<file path="config.mk">
export PLATFORM = sky130hd
export DESIGN_NAME = dpro_seq
export DESIGN_NICKNAME = d
export VERILOG_FILES = /design/src/rtl/dpro_seq.sv
export SDC_FILE = /design/constraint.sdc
export NUM_CORES = 1
export LEC_CHECK = 0
export CORE_MARGIN = 2
export CORE_UTILIZATION = 45
export DETAILED_ROUTE_END_ITERATION = 7
export HOLD_SLACK_MARGIN = 0.08
export PLACE_DENSITY_LB_ADDON = 0.3
export SLEW_MARGIN = 40
export SYNTH_ARGS = -nofsm -noshare
export SYNTH_HDL_FRONTEND = slang
export SYNTH_SLANG_ARGS = --single-unit
</file>
<file path="constraint.sdc">
create_clock -name clk -period 3.7 [get_ports clk]
set_input_delay 0.925 -clock clk [delete_from_list [all_inputs] [get_ports clk]]
set_output_delay 0.925 -clock clk [all_outputs]
set_load 0.01 [all_outputs]
</file>
<file path="src/rtl/dpro_seq.sv">
// Signed dot-product sequencer: walks two operand vectors in local RAM and
// accumulates products through the shared ALU, reporting one result per start.
module dpro_seq #(
    parameter int unsigned DATA_W = 32,
    parameter int unsigned ADDR_W = 8,
    parameter int unsigned LEN_W  = 8
) (
    input  logic              clk,
    input  logic              rst_n,
    input  logic              start,
    input  logic [ADDR_W-1:0] base_a,
    input  logic [ADDR_W-1:0] base_b,
    input  logic [LEN_W-1:0]  len,
    output logic              busy,
    output logic              done,
    output logic [DATA_W-1:0] result,
    output logic              mem_rd,
    output logic [ADDR_W-1:0] mem_addr,
    input  logic [DATA_W-1:0] mem_rdata,
    output logic [2:0]        alu_op,
    output logic [DATA_W-1:0] alu_a,
    output logic [DATA_W-1:0] alu_b,
    input  logic [DATA_W-1:0] alu_out
);

    localparam logic [2:0] OP_ADD = 3'b000;
    localparam logic [2:0] OP_MUL = 3'b001;

    typedef enum logic [2:0] {
        IDLE    = 3'd0,
        FETCH_A = 3'd1,
        FETCH_B = 3'd2,
        MUL     = 3'd3,
        ACC     = 3'd4,
        FIN     = 3'd5
    } state_t;

    state_t              state_q, state_d;
    logic [ADDR_W-1:0]   ptr_a_q, ptr_a_d;
    logic [ADDR_W-1:0]   ptr_b_q, ptr_b_d;
    logic [LEN_W-1:0]    cnt_q, cnt_d;
    logic [LEN_W-1:0]    len_q, len_d;
    logic [DATA_W-1:0]   acc_q, acc_d;
    logic [DATA_W-1:0]   op_a_q, op_a_d;
    logic [DATA_W-1:0]   prod_q, prod_d;
    logic [DATA_W-1:0]   result_q, result_d;
    logic                busy_q, busy_d;
    logic                done_q, done_d;
    logic                mem_rd_q, mem_rd_d;
    logic [ADDR_W-1:0]   mem_addr_q, mem_addr_d;

    // Next-state, datapath updates and ALU drive.
    always_comb begin
        state_d    = state_q;
        ptr_a_d    = ptr_a_q;
        ptr_b_d    = ptr_b_q;
        cnt_d      = cnt_q;
        len_d      = len_q;
        acc_d      = acc_q;
        op_a_d     = op_a_q;
        prod_d     = prod_q;
        alu_op     = OP_ADD;
        alu_a      = '0;
        alu_b      = '0;

        unique case (state_q)
            IDLE: begin
                if (start) begin
                    ptr_a_d = base_a;
                    ptr_b_d = base_b;
                    len_d   = len;
                    cnt_d   = '0;
                    acc_d   = '0;
                    state_d = (len != '0) ? FETCH_A : FIN;
                end
            end
            FETCH_A: state_d = FETCH_B;
            FETCH_B: begin
                op_a_d  = mem_rdata;
                state_d = MUL;
            end
            MUL: begin
                // Operand B arrives this cycle and feeds the ALU directly.
                alu_op  = OP_MUL;
                alu_a   = op_a_q;
                alu_b   = mem_rdata;
                prod_d  = alu_out;
                state_d = ACC;
            end
            ACC: begin
                alu_op  = OP_ADD;
                alu_a   = acc_q;
                alu_b   = prod_q;
                acc_d   = alu_out;
                ptr_a_d = ptr_a_q + ADDR_W'(1);
                ptr_b_d = ptr_b_q + ADDR_W'(1);
                cnt_d   = cnt_q + LEN_W'(1);
                state_d = (cnt_d == len_q) ? FIN : FETCH_A;
            end
            FIN:     state_d = IDLE;
            default: state_d = IDLE;
        endcase

        // Outputs are registered from the upcoming state so they align with it.
        busy_d     = (state_d != IDLE);
        done_d     = (state_d == FIN);
        mem_rd_d   = (state_d == FETCH_A) || (state_d == FETCH_B);
        mem_addr_d = mem_addr_q;
        if (state_d == FETCH_A) begin
            mem_addr_d = ptr_a_d;
        end else if (state_d == FETCH_B) begin
            mem_addr_d = ptr_b_d;
        end
        result_d   = (state_d == FIN) ? acc_d : result_q;
    end

    always_ff @(posedge clk or negedge rst_n) begin
        if (!rst_n) begin
            state_q    <= IDLE;
            ptr_a_q    <= '0;
            ptr_b_q    <= '0;
            cnt_q      <= '0;
            len_q      <= '0;
            acc_q      <= '0;
            op_a_q     <= '0;
            prod_q     <= '0;
            result_q   <= '0;
            busy_q     <= 1'b0;
            done_q     <= 1'b0;
            mem_rd_q   <= 1'b0;
            mem_addr_q <= '0;
        end else begin
            state_q    <= state_d;
            ptr_a_q    <= ptr_a_d;
            ptr_b_q    <= ptr_b_d;
            cnt_q      <= cnt_d;
            len_q      <= len_d;
            acc_q      <= acc_d;
            op_a_q     <= op_a_d;
            prod_q     <= prod_d;
            result_q   <= result_d;
            busy_q     <= busy_d;
            done_q     <= done_d;
            mem_rd_q   <= mem_rd_d;
            mem_addr_q <= mem_addr_d;
        end
    end

    assign busy     = busy_q;
    assign done     = done_q;
    assign result   = result_q;
    assign mem_rd   = mem_rd_q;
    assign mem_addr = mem_addr_q;

endmodule

</file>
==> run metrics <==
antenna violations before repair 0; routed via count approximately 6000; critical path fanouts, max 29; Reg2Reg Depth 7; pre-CTS WS 599 ps; crit path launch type flop; FF/Latch Area 4360 um^2; RR Endpoint result[1]$_DFFE_PN0N_; # rows 49; number of remaining DRC errors 0; I/O pin count 201; Synth Instances roughly 700; Worst Hold Class primary input to async pin; first-pass GRT wire length 34700 um; largest net degree at the start of global routing 90; clock buffer depth 2; initial DRC count between 200 and 300; RSZ-0062 raised after global routing false; Clock Sinks 174; layout cells sized above 1 0.207; clock latency on the worst-skew pair about 430 ps; mean post-synth cell area 12.0 um^2; Starting Density 0.458; WP data required 2770 ps; IO buf count ~200; met2 Use GR 0.370; Yosys warning total 0; n_diodes 0; Slew Limit Headroom 0.490; number of enable flip-flop cells after synthesis 0; Root Driver clkbuf_16; Yosys reg bits between 150 and 200; Layout Area Growth over Synthesis 34.7%; die height 139 um; router iterations before antenna repair 4; Syn Std Cell Area 8220 um^2; Post-CTS Hold Buffers 0; top-area cell type share of the netlist area 0.530; die area 19400 um^2; CP arrival about 2600 ps; FF-to-FF Start state_q[0]$_DFF_PN0_; vias in the first global route 6413; max cap viols 0; Worst Max-Slew Pin Slew around 760 ps; CTS tree yes; Post-Route Setup TNS 0 ps; Critical Path Sink Type output port; core area roughly 18000 um^2; fmax around 280 MHz; pwr/cell area 804 nW/um^2; status finished, final reports clean; Final Hold Vio Count 0; post-synthesis sequential area ratio 0.530; die width 139 um; vias per inst ~5.6; Worst Skew 10.7 ps; Final nets 957; Final Slew Violations 0; number of routed nets with antenna violations 0; multi-input logic area approximately 3700 um^2; Yosys top cell by area dfrtp_1; ys async rst share 1.00; Distinct cells, synth 48; Area contributors post-synth dfrtp_1 53%, mux2_2 12%, a22o_1 6.9%; Peak VDD IR 0.000574 V; Routed WL between 20000 and 25000 um; Final GP Congestion 0.788; GRT Total Usage 0.226; gr ovfl total 0; grt peak-use layer met2; postcts setup bufs 0; min cycle time layout 3540 ps; Setup WS post-layout between 150 and 200 ps; clock-pin slew on the worst setup and hold paths 70 ps; met1 usage 0.298; DP Wirelength 14100 um; Leak Pwr ~5.2 nW; H-Tree Depth 4; Crit Path Class flop to output port; TritonCTS Buffers 17; CTS resizes 0; post-DR wirelength/cell a little under 20 um; R2R Setup Slk 1050 ps; GRT met3 Usage 0.0590; ys flop type dfrtp_1; final setup violating endpoints 0; Filler cells 1458; fin crit share 0.958
## synthesized netlist by cell type (2+ instances only)
| cell type | count |
|---|---|
| a21o_1 | 33 |
| a21oi_1 | 26 |
| a22o_1 | 65 |
| a22oi_1 | 2 |
| a31oi_1 | 6 |
| and2_1 | 3 |
| and3_1 | 43 |
| buf_4 | 2 |
| buf_6 | 3 |
| clkbuf_1 | 50 |
| dfrtp_1 | 174 |
| ha_1 | 3 |
| inv_1 | 3 |
| mux2_2 | 87 |
| mux2_4 | 29 |
| mux2i_1 | 2 |
| nand2_1 | 26 |
| nand2b_1 | 3 |
| nand3_1 | 12 |
| nand4_1 | 3 |
| nor2_1 | 30 |
| nor2b_1 | 5 |
| nor3_1 | 3 |
| nor3b_1 | 2 |
| nor4_1 | 2 |
| o21ai_0 | 24 |
| o22ai_1 | 11 |
| o31ai_1 | 2 |
| or2_2 | 2 |
| xnor2_1 | 7 |
| xor2_1 | 3 |
## cells in the final DEF (no fill, tap or decap), types with 4 or more instances in the layout
cell and n:
dfrtp_1 173, buf_12 6, and3_1 43, nor2b_1 5, nand3_1 12, o21ai_0 23, nor2_1 29, clkdlybuf4s50_1 197
mux2_2 87, nand2_1 26, o22ai_1 11, xnor2_1 7, clkinv_4 4, a22o_1 65, a21oi_1 26, a31oi_1 6
inv_8 6, clkbuf_16 17, a21o_1 33, mux2_4 29, buf_4 11
## worst max-delay path, cell delays in order (launching register included)
cell and delay, ps:
dfrtp_1 590, and3b_4 570, buf_4 310, a22o_1 180, clkdlybuf4s50_1 540
## metal layers
metal / wire length (um) / vias to the layer above / share of wire
met2: 10300 / 155 / 0.48
met5: 0 / - / 0
met4: 467 / 0 / 0.022
met1: 9460 / 3077 / 0.44
li1: - / 2874 / -
met3: 1160 / 28 / 0.054
## cell families (layout without fill, tap and decap cells)
| kind of cell | after synthesis | count (layout) | synth area share |
|---|---|---|---|
| AO/OA/AOI/OAI | 177 | 177 | 0.157 |
| flip-flops | 174 | 174 | 0.530 |
| AND/OR/NAND/NOR | 142 | 142 | 0.0925 |
| multiplexers | 118 | 118 | 0.175 |
| buffers and inverters | 58 | 250 | 0.0301 |
| XOR/XNOR | 10 | 10 | 0.0107 |
| adder cells (fa/ha/maj) | 3 | 3 | 0.00457 |
| other | 1 | 2 | 0.000456 |
## per-stage QoR
step                      cells  power [W]  hold slack, ps   util  instance area, um^2
after global routing       1105    0.00944             490  0.616                11100
final                      1105    0.00890             450  0.616                11100
after detailed placement   1073    0.00720             466  0.585                10500
after floorplan             684    0.00554             450      -                 8220
after CTS                  1105    0.00897             471  0.616                11100
after global placement     1073    0.00710             463  0.584                10500
## worst max path at each step
| stage | cells past startpoint | endpoint | from |
|---|---|---|---|
| after floorplan | 6 | alu_a[0] | state_q[0]$_DFF_PN0_ |
| after global placement | 3 | alu_b[30] | mem_rdata[30] |
| after detailed placement | 4 | alu_a[26] | state_q[0]$_DFF_PN0_ |
| after CTS | 4 | alu_a[26] | state_q[0]$_DFF_PN0_ |
| after global routing | 4 | alu_a[26] | state_q[0]$_DFF_PN0_ |
| final | 4 | alu_a[26] | state_q[0]$_DFF_PN0_ |
## power breakdown
group / switching (W) / internal [W] / leakage [nW]
clock: 0.000852 / 0.000897 / 0.276
combinational: 0.00178 / 0.00210 / 2.68
sequential: 0.000562 / 0.00271 / 2.20
total: 0.00320 / 0.00571 / 5.16
## flip-flops by register name (all words and copies together), names as in the netlist
register  flops
acc_q        32
op_a_q       32
prod_q       32
result       32
cnt_q         8
len_q         8
mem_addr      8
ptr_a_q       8
ptr_b_q       8
state_q       3
busy          1
done          1
mem_rd        1
## layout make-up
cell class / instances / share of cell area
clock buffers: 17 / 0.0384
clock inverters: 15 / 0.0130
inverters: 3 / 0.00102
multi-input cells: 452 / 0.331
flip-flops and latches: 174 / 0.393
well taps: 229 / 0.0259
repair buffers: 215 / 0.197
Power figures use the tool's default switching activity.
